[src/rtl/data_mem_arbiter_pkg.sv]
// Shared types and defaults for the two-port round-robin arbiter in front of
// the single-port 256x8 data memory.
package data_mem_arb_pkg;

  localparam int ADDR_W_DEF = 8;
  localparam int DATA_W_DEF = 8;
  localparam int LEN_W_DEF  = 4;

  localparam logic PORT_CPU = 1'b0;
  localparam logic PORT_DMA = 1'b1;

  typedef enum logic [1:0] {
    IDLE  = 2'd0,
    ISSUE = 2'd1,
    ACK   = 2'd2
  } state_t;

endpackage

[src/rtl/data_mem_arbiter_if.sv]
// Bundle of both requester ports plus the memory-side controls; the arbiter
// uses the slave view, requesters and the memory model use the master view.
interface data_mem_arbiter_if
  import data_mem_arb_pkg::*;
#(
  parameter int ADDR_W = ADDR_W_DEF,
  parameter int DATA_W = DATA_W_DEF,
  parameter int LEN_W  = LEN_W_DEF
);
  // Handshake: reqN is sampled only while the arbiter is IDLE; once granted,
  // the burst runs to completion with one ackN pulse per beat and doneN on
  // the last one. Write data for beat k+1 must be presented after ack of beat k.
  logic              req0, req1;
  logic              we0, we1;
  logic [ADDR_W-1:0] addr0, addr1;
  logic [LEN_W-1:0]  len0, len1;
  logic [DATA_W-1:0] wdata0, wdata1;
  logic              ack0, ack1;
  logic              done0, done1;
  logic [DATA_W-1:0] rdata0, rdata1;
  logic              busy;
  logic              mem_write;
  logic              mem_read;
  logic [ADDR_W-1:0] mem_addr;
  logic [DATA_W-1:0] mem_data;
  logic [DATA_W-1:0] mem_out;
  state_t            dbg_state;

  modport slave (
    input  req0, req1, we0, we1, addr0, addr1, len0, len1, wdata0, wdata1,
    input  mem_out,
    output ack0, ack1, done0, done1, rdata0, rdata1, busy,
    output mem_write, mem_read, mem_addr, mem_data, dbg_state
  );

  modport master (
    output req0, req1, we0, we1, addr0, addr1, len0, len1, wdata0, wdata1,
    output mem_out,
    input  ack0, ack1, done0, done1, rdata0, rdata1, busy,
    input  mem_write, mem_read, mem_addr, mem_data, dbg_state
  );

endinterface

[src/rtl/data_mem_arbiter_rr_pick2.sv]
// Two-way round-robin pick: a lone request wins outright, a tie goes to the
// port that did not win last.
module mem_rr_pick2 (
  input  logic i_req0,
  input  logic i_req1,
  input  logic i_rr_last,
  output logic o_gnt_valid,
  output logic o_gnt_idx
);

  always_comb begin
    o_gnt_valid = i_req0 | i_req1;
    o_gnt_idx   = 1'b0;
    if (i_req0 && i_req1) begin
      o_gnt_idx = ~i_rr_last;
    end else if (i_req1) begin
      o_gnt_idx = 1'b1;
    end
  end

endmodule

[src/rtl/data_mem_arbiter.sv]
// Burst arbiter for the shared data memory: grants one port per burst and
// sequences ISSUE/ACK pairs, two cycles per beat.
module data_mem_arbiter
  import data_mem_arb_pkg::*;
#(
  parameter int ADDR_W = ADDR_W_DEF,
  parameter int DATA_W = DATA_W_DEF,
  parameter int LEN_W  = LEN_W_DEF
)(
  input  logic           clock,
  input  logic           reset_n,
  data_mem_arbiter_if.slave bus
);

  state_t            r_state;
  state_t            w_next_state;
  logic              r_rr_last;
  logic              r_grant;
  logic              r_cur_we;
  logic [ADDR_W-1:0] r_cur_addr;
  logic [LEN_W-1:0]  r_cnt;
  logic [DATA_W-1:0] r_rdata0;
  logic [DATA_W-1:0] r_rdata1;

  logic              w_gnt_valid;
  logic              w_gnt_idx;
  logic              w_in_issue;
  logic              w_in_ack;
  logic              w_last_beat;

  mem_rr_pick2 u_pick (
    .i_req0      (bus.req0),
    .i_req1      (bus.req1),
    .i_rr_last   (r_rr_last),
    .o_gnt_valid (w_gnt_valid),
    .o_gnt_idx   (w_gnt_idx)
  );

  assign w_in_issue  = (r_state == ISSUE);
  assign w_in_ack    = (r_state == ACK);
  assign w_last_beat = (r_cnt == '0);

  always_ff @(posedge clock or negedge reset_n) begin
    if (!reset_n) begin
      r_state <= IDLE;
    end else begin
      r_state <= w_next_state;
    end
  end

  always_comb begin
    w_next_state = r_state;
    case (r_state)
      IDLE:    if (w_gnt_valid) w_next_state = ISSUE;
      ISSUE:   w_next_state = ACK;
      ACK:     w_next_state = w_last_beat ? IDLE : ISSUE;
      default: w_next_state = IDLE;
    endcase
  end

  // Burst context is captured only on the IDLE->ISSUE grant, so requesters
  // may change or drop their request fields once the burst has started.
  always_ff @(posedge clock or negedge reset_n) begin
    if (!reset_n) begin
      r_rr_last  <= PORT_DMA;
      r_grant    <= PORT_CPU;
      r_cur_we   <= 1'b0;
      r_cur_addr <= '0;
      r_cnt      <= '0;
    end else begin
      case (r_state)
        IDLE: begin
          if (w_gnt_valid) begin
            r_grant    <= w_gnt_idx;
            r_cur_we   <= w_gnt_idx ? bus.we1   : bus.we0;
            r_cur_addr <= w_gnt_idx ? bus.addr1 : bus.addr0;
            r_cnt      <= w_gnt_idx ? bus.len1  : bus.len0;
          end
        end
        ACK: begin
          if (w_last_beat) begin
            r_rr_last <= r_grant;
          end else begin
            r_cnt      <= r_cnt - LEN_W'(1);
            r_cur_addr <= r_cur_addr + ADDR_W'(1);
          end
        end
        default: ;
      endcase
    end
  end

  // Read data is captured from the combinational memory output at the end
  // of ISSUE, so it is valid with the ack and held until the next read beat.
  always_ff @(posedge clock or negedge reset_n) begin
    if (!reset_n) begin
      r_rdata0 <= '0;
      r_rdata1 <= '0;
    end else if (w_in_issue && !r_cur_we) begin
      if (r_grant == PORT_DMA) begin
        r_rdata1 <= bus.mem_out;
      end else begin
        r_rdata0 <= bus.mem_out;
      end
    end
  end

  assign bus.mem_write = w_in_issue && r_cur_we;
  assign bus.mem_read  = w_in_issue && !r_cur_we;
  assign bus.mem_addr  = r_cur_addr;
  assign bus.mem_data  = (r_grant == PORT_DMA) ? bus.wdata1 : bus.wdata0;

  assign bus.ack0  = w_in_ack && (r_grant == PORT_CPU);
  assign bus.ack1  = w_in_ack && (r_grant == PORT_DMA);
  assign bus.done0 = bus.ack0 && w_last_beat;
  assign bus.done1 = bus.ack1 && w_last_beat;

  assign bus.rdata0    = r_rdata0;
  assign bus.rdata1    = r_rdata1;
  assign bus.busy      = (r_state != IDLE);
  assign bus.dbg_state = r_state;

endmodule

[src/flat_wrapper.sv]
// flat-port wrapper written by rule: the top's interface ports become plain ports
module data_mem_arbiter_flat import data_mem_arb_pkg::*;
#(
  parameter int ADDR_W = ADDR_W_DEF,
  parameter int DATA_W = DATA_W_DEF,
  parameter int LEN_W  = LEN_W_DEF
)
  (clock, reset_n, bus_req0, bus_req1, bus_we0, bus_we1, bus_addr0, bus_addr1, bus_len0, bus_len1, bus_wdata0, bus_wdata1, bus_mem_out, bus_ack0, bus_ack1, bus_done0, bus_done1, bus_rdata0, bus_rdata1, bus_busy, bus_mem_write, bus_mem_read, bus_mem_addr, bus_mem_data, bus_dbg_state);
  data_mem_arbiter_if #(.ADDR_W(ADDR_W), .DATA_W(DATA_W), .LEN_W(LEN_W)) bus_i ();
  input  logic clock;
  input  logic reset_n;
  input wire logic [$bits(bus_i.req0)-1:0] bus_req0;
  input wire logic [$bits(bus_i.req1)-1:0] bus_req1;
  input wire logic [$bits(bus_i.we0)-1:0] bus_we0;
  input wire logic [$bits(bus_i.we1)-1:0] bus_we1;
  input wire logic [$bits(bus_i.addr0)-1:0] bus_addr0;
  input wire logic [$bits(bus_i.addr1)-1:0] bus_addr1;
  input wire logic [$bits(bus_i.len0)-1:0] bus_len0;
  input wire logic [$bits(bus_i.len1)-1:0] bus_len1;
  input wire logic [$bits(bus_i.wdata0)-1:0] bus_wdata0;
  input wire logic [$bits(bus_i.wdata1)-1:0] bus_wdata1;
  input wire logic [$bits(bus_i.mem_out)-1:0] bus_mem_out;
  output wire logic [$bits(bus_i.ack0)-1:0] bus_ack0;
  output wire logic [$bits(bus_i.ack1)-1:0] bus_ack1;
  output wire logic [$bits(bus_i.done0)-1:0] bus_done0;
  output wire logic [$bits(bus_i.done1)-1:0] bus_done1;
  output wire logic [$bits(bus_i.rdata0)-1:0] bus_rdata0;
  output wire logic [$bits(bus_i.rdata1)-1:0] bus_rdata1;
  output wire logic [$bits(bus_i.busy)-1:0] bus_busy;
  output wire logic [$bits(bus_i.mem_write)-1:0] bus_mem_write;
  output wire logic [$bits(bus_i.mem_read)-1:0] bus_mem_read;
  output wire logic [$bits(bus_i.mem_addr)-1:0] bus_mem_addr;
  output wire logic [$bits(bus_i.mem_data)-1:0] bus_mem_data;
  output wire logic [$bits(bus_i.dbg_state)-1:0] bus_dbg_state;
  assign bus_i.req0 = bus_req0;
  assign bus_i.req1 = bus_req1;
  assign bus_i.we0 = bus_we0;
  assign bus_i.we1 = bus_we1;
  assign bus_i.addr0 = bus_addr0;
  assign bus_i.addr1 = bus_addr1;
  assign bus_i.len0 = bus_len0;
  assign bus_i.len1 = bus_len1;
  assign bus_i.wdata0 = bus_wdata0;
  assign bus_i.wdata1 = bus_wdata1;
  assign bus_i.mem_out = bus_mem_out;
  assign bus_ack0 = bus_i.ack0;
  assign bus_ack1 = bus_i.ack1;
  assign bus_done0 = bus_i.done0;
  assign bus_done1 = bus_i.done1;
  assign bus_rdata0 = bus_i.rdata0;
  assign bus_rdata1 = bus_i.rdata1;
  assign bus_busy = bus_i.busy;
  assign bus_mem_write = bus_i.mem_write;
  assign bus_mem_read = bus_i.mem_read;
  assign bus_mem_addr = bus_i.mem_addr;
  assign bus_mem_data = bus_i.mem_data;
  assign bus_dbg_state = bus_i.dbg_state;
  data_mem_arbiter #(.ADDR_W(ADDR_W), .DATA_W(DATA_W), .LEN_W(LEN_W)) u_core (.clock(clock), .reset_n(reset_n), .bus(bus_i));
endmodule
[config.mk]
export PLATFORM = sky130hd
export DESIGN_NAME = data_mem_arbiter_flat
export DESIGN_NICKNAME = d
export VERILOG_FILES = /design/src/rtl/data_mem_arbiter_pkg.sv /design/src/rtl/data_mem_arbiter_if.sv /design/src/rtl/data_mem_arbiter_rr_pick2.sv /design/src/rtl/data_mem_arbiter.sv /design/src/flat_wrapper.sv
export SDC_FILE = /design/constraint.sdc
export NUM_CORES = 1
export LEC_CHECK = 0
export BUFFER_PORTS_ARGS = -buffer_cell sky130_fd_sc_hd__buf_4
export CELL_PAD_IN_SITES_DETAIL_PLACEMENT = 0
export CELL_PAD_IN_SITES_GLOBAL_PLACEMENT = 1
export CORE_MARGIN = 4
export CORE_UTILIZATION = 35
export CTS_CLUSTER_DIAMETER = 100
export DETAILED_ROUTE_END_ITERATION = 8
export PLACE_DENSITY_LB_ADDON = 0.25
export SLEW_MARGIN = 15
export SYNTH_ARGS = -nofsm -noshare
export SYNTH_HDL_FRONTEND = slang
export SYNTH_HIERARCHICAL = 1
export SYNTH_SLANG_ARGS = --single-unit
[constraint.sdc]
create_clock -name clock -period 2.7 [get_ports clock]
set_clock_uncertainty 0.05 [all_clocks]
set_input_delay 0.27 -clock clock [delete_from_list [all_inputs] [get_ports clock]]
set_output_delay 0.27 -clock clock [all_outputs]
set_load 0.02 [all_outputs]
# After elaboration in Yosys (flattened, before gate mapping)
# Index checks and enable logic that the tools add are counted.
[word_totals]
regBits = 33
inputBits = 54
out_inout_bits = 41
wordCells = 49
[op_classes]
addsub = 2
eq_ne = 4
n_mux = 15
n_bitwise = 3
n_reduce_logical = 17
[ops]
columns = ["cell", "count"]
rows = [
  ["two-way mux 8 bit", 4],
  ["one-hot mux 8 bit (2 select lines)", 1],
  ["two-way mux 4 bit", 3],
  ["adder 8 x 1 -> 8 bit, second input constant", 1],
  ["one-hot mux 4 bit (2 select lines)", 1],
  ["AND reduction 2 bit", 4],
  ["logical AND 1 bit", 7],
  ["one-hot mux 2 bit (3 select lines)", 1],
  ["zero test 4 bit", 1],
  ["two-way mux 1 bit", 4],
  ["inequality test 2 bit, second input constant", 2],
  ["nonzero test 2 bit", 2],
  ["subtractor 4 x 1 -> 4 bit, second input constant", 1],
  ["AND reduction 3 bit", 1],
  ["equality test 2 x 1 -> 1 bit, second input constant", 1],
  ["equality test 2 bit, second input constant", 1],
  ["zero test 2 bit", 1],
  ["two-way mux 2 bit", 1],
  ["NOT 1 bit", 2],
  ["zero test 1 bit", 1],
  ["bitwise OR 1 bit", 1],
]

# Depth between registers and ports, before layout
[logic_depth]
ltp_word = 5
ltp_mapped = 8
mapped_depth_nobuf = 7

# Cells and area by module
# Netlist, hierarchy kept.
[by_module_without_submodules]
columns = ["mod", "n_inst", "cells_each", "area_each_um2", "seq_area_each_um2"]
rows = [
  ["data_mem_arbiter", 1, 168, 1799.2, 827.0],
  ["mem_rr_pick2", 1, 2, 13.8, 0.0],
]

# Worst setup path before layout
# OpenSTA, ideal clock, no wires.
[synth_path]
kind = "reg2out"
start = "reg u_core.r_cnt[0]"
end = "out bus_done1"
arrival_time_ns = 1.526
t_required_ns = 2.380
setup_slack_ns = 0.854
path_stages_with_launch = 6
path_buffers = 0
path_cell_list = "dfrtp_1 -> inv_1 -> ha_1 -> inv_1 -> or4_1 -> nor2_1"
[synth_between]
elab_chain_len = 2
[synth_rtl]
columns = ["item", "line_no", "text"]
rows = [
  ["start: declaration", "data_mem_arbiter.sv:21", "logic [LEN_W-1:0] r_cnt;"],
  ["start signal: assignment", "data_mem_arbiter.sv:77", "r_cnt <= w_gnt_idx ? bus.len1 : bus.len0;"],
  ["start signal: assignment", "data_mem_arbiter.sv:84", "r_cnt <= r_cnt - LEN_W'(1);"],
  ["zero test 4 bit", "data_mem_arbiter.sv:41", "assign w_last_beat = (r_cnt == '0);"],
  ["logical AND 1 bit", "data_mem_arbiter.sv:116", "assign bus.done1 = bus.ack1 && w_last_beat;"],
  ["end: declaration", "flat_wrapper.sv:26", "output wire logic [$bits(bus_i.done1)-1:0] bus_done1;"],
]
# No other way between the ends.

# Final worst setup path
[layout_path]
start = "reg u_core.r_state[0], in the netlist u_core/bus.dbg_state[0]"
end = "out bus_done1"
[layout_between]
elab_chain_len = 3
[layout_rtl]
columns = ["item", "line_no", "text"]
rows = [
  ["start: declaration", "data_mem_arbiter.sv:15", "state_t r_state;"],
  ["start signal: assignment", "data_mem_arbiter.sv:47", "r_state <= w_next_state;"],
  ["equality test 2 bit", "data_mem_arbiter.sv:40", "assign w_in_ack = (r_state == ACK);"],
  ["logical AND 1 bit", "data_mem_arbiter.sv:114", "assign bus.ack1 = w_in_ack && (r_grant == PORT_DMA);"],
  ["logical AND 1 bit", "data_mem_arbiter.sv:116", ""],
]
# No other way between the ends.

==> results.cfg <==
[power]
combPwrFrac = 0.533
switching_share = 0.406
switchingPower_mw = 1.25
power.internal_mw = 1.83
p_total_mw = 3.08
p_leak_nw = 1.29
clockPowerShare = 0.152
peakVddDrop_v = 0.000527
p_seq_frac = 0.315
power_density_nw_per_um2 = 1150

[clock_tree]
cts_tree = built
clkSlewWorstSetupHoldPaths_ps = 60
clock-sinks = 33
post_cts_buffers = 0
htreeDepth = 2
cts_buffers = 5
worst_skew_pair.late_latency_ps = 280
cts_buffer_depth = 2
root_buffer = clkbuf_8

[yosys]
ys_seq_area_frac = 0.456
syn_inst = 170
yosysMostFrequentCell = dfrtp_1
synth_top_area_share = 0.442
synth_top_cell_by_area = dfrtp_1
synth_area_leaders = dfrtp_1, mux2_2, mux2i_1
synth_area_um2 = 1810
ys_async_sr_fraction = 1.00
synth_common_cells = dfrtp_1, mux2_2, nand2_1
synth_edf_count = 0
avgSynthCellArea_um2 = 10.7
ys_ff_latch = 33
synth_ff_type = dfrtp_1
synth_nets = 226
synth_warnings = 6
yosys.cell_types.count = 41

[cells_and_area]
syn2layout_area_growth_pct = 48.0
drive_above_1_share = 0.521
nNetsFinal = 320
fin_util = 0.550
diodes = 0
n_fill_cell = 463

[grt]
grt_remaining_overflow = 0
grt_max_degree = 34
grt_pass1_wl_um = 8070
grt_usage = 0.160
grt_pass1_vias = 1606
antenna_found_initial = 0

[sta]
fin_tns_setup_ps = 0
hold_viol = 0
fmax_ghz = 0.450
timing.final.crit_share = 0.823
slew_headroom = 0.663
fin_crit_ps = 2220
hold_slack_ps = 181
finalMaxSlewViolations = 0
setup_viol = 0
rsz0062_at_grt = no
tightest_slew_ps = 503

[drt]
post_drt_wl_per_cell_um = 14.7
drc = 0
vias_per_cell = 4.82
dr.pass1.iters = 4
routed_wl_um = 4870
vias = 1601
drtAntennaViolNets = 0
drt-initial-drc-count = 49

[floorplan]
std_cell_rows = 25
initial_core_util = 0.372
die_y_um = 80.0
die_area_um2 = 6400
core_um2 = 4880
die_w_um = 80.0
ios = 95

[worst_setup_path]
worstPathMaxFanout = 12
reg2reg_from = u_core/r_cnt[0]
reg2reg_slack_ps = 740
cp.required_ps = 2380
startpoint = u_core/bus.dbg_state[0]
rr_worst_depth = 7
end_kind = primary output
worstSetupEndpoint = bus_done1
r2r-end = u_core/r_cnt[2]
critPathKind = flip-flop to primary output
cp-start-kind = flip-flop
worst_ep_arrival_time_ps = 1900

[placed_design]
port_buffers = 94
gp_congestion = 0.735
dp_hpwl_um = 3770

[flow_run]
cap_violations = 0

[hold_path]
hold_path.class = primary input to flip-flop

[status]
run_status = completed
==> registers in the layout (all words and copies together) (netlist names) <==
name                  count
u_core/bus.mem_addr       8
u_core/bus.rdata1         8
u_core/bus.dbg_state      2
u_core/r_grant            1
u_core/bus.rdata0         8
u_core/r_cnt              4
u_core/r_rr_last          1
u_core/r_cur_we           1
==> power groups by stage <==
| stage | sequential, mW | clock (mW) | combinational (mW) |
|---|---|---|---|
| 4_1_cts | 0.971 | 0.482 | 1.66 |
| 3_5_place_dp | 0.976 | 0 | 1.65 |
| 3_3_place_gp | 0.975 | 0 | 1.64 |
| 6_report | 0.968 | 0.468 | 1.64 |
| 5_1_grt | 1.01 | 0.511 | 1.79 |
| 2_1_floorplan | 1.16 | 0 | 0.855 |
==> per-layer routing <==
layer,share of wire,track usage,vias up
met5,0,0,-
met4,0.0094,0.0456,0
met3,0.063,0.0451,7
met2,0.50,0.251,52
met1,0.43,0.214,745
li1,-,-,797
==> cells in the final DEF, fill, tap and decap left out, types with 7 or more instances in the layout <==
cell	instances
nand3_1	8
a21oi_1	8
buf_4	96
mux2i_1	7
nand2_1	12
mux2_2	28
o21ai_0	8
nor2_1	9
dfrtp_1	32
==> worst min-delay path by stage <==
stage / start / cells after the start / end / slack [ps]
after floorplan: reset_n / 0 / u_core/bus.dbg_state[0] / -80
after global placement: reset_n / 1 / u_core/bus.rdata1[0] / 190
after detailed placement: reset_n / 1 / u_core/bus.rdata1[0] / 190
after CTS: bus_mem_out[3] / 2 / u_core/bus.rdata1[3] / 170
after global routing: bus_mem_out[4] / 2 / u_core/bus.rdata1[4] / 160
final: bus_mem_out[7] / 2 / u_core/bus.rdata0[7] / 180
==> cells by family (layout without fill, tap and decap cells) <==
group | after synthesis | after routing | share of synthesized area
DFF | 33 | 33 | 0.456
muxes | 35 | 35 | 0.213
buffers and inverters | 17 | 112 | 0.0524
adders and majority gates | 2 | 2 | 0.0138
AOI/OAI and AO/OA | 34 | 34 | 0.124
and+or+nand+nor | 49 | 49 | 0.141
==> final cells by class <==
class / instances / area [µm²] / share of cell area
clock buffer: 7 / 86.3 / 0.0322
clock inverter: 1 / 30.0 / 0.0112
inverter: 7 / 31.3 / 0.0117
multi-input combinational: 120 / 895 / 0.333
sequential: 33 / 827 / 0.308
tap: 67 / 83.8 / 0.0312
timing repair buffer: 97 / 731 / 0.272
==> through the flow <==
| step | cell area [µm²] | instances | setup WS, ps |
|---|---|---|---|
| floorplan | 1810 | 170 | 854 |
| global placement | 2560 | 323 | 794 |
| detailed placement | 2560 | 323 | 764 |
| CTS | 2680 | 332 | 466 |
| global route | 2680 | 332 | 347 |
| finish | 2680 | 332 | 478 |
==> critical path, stage by stage (launching register included) <==
cell and delay [ps]:
dfrtp_1 420, nand2b_1 350, or4_1 540, nor2_1 150, buf_4 160
==> repair_timing <==
item | 4_1_cts | 5_1_grt
hold buffers | 1 | 0
resized for setup | 0 | 0
hold endpoints to repair | 32 | 0
Note: power is estimated with default switching activity, not from simulation.
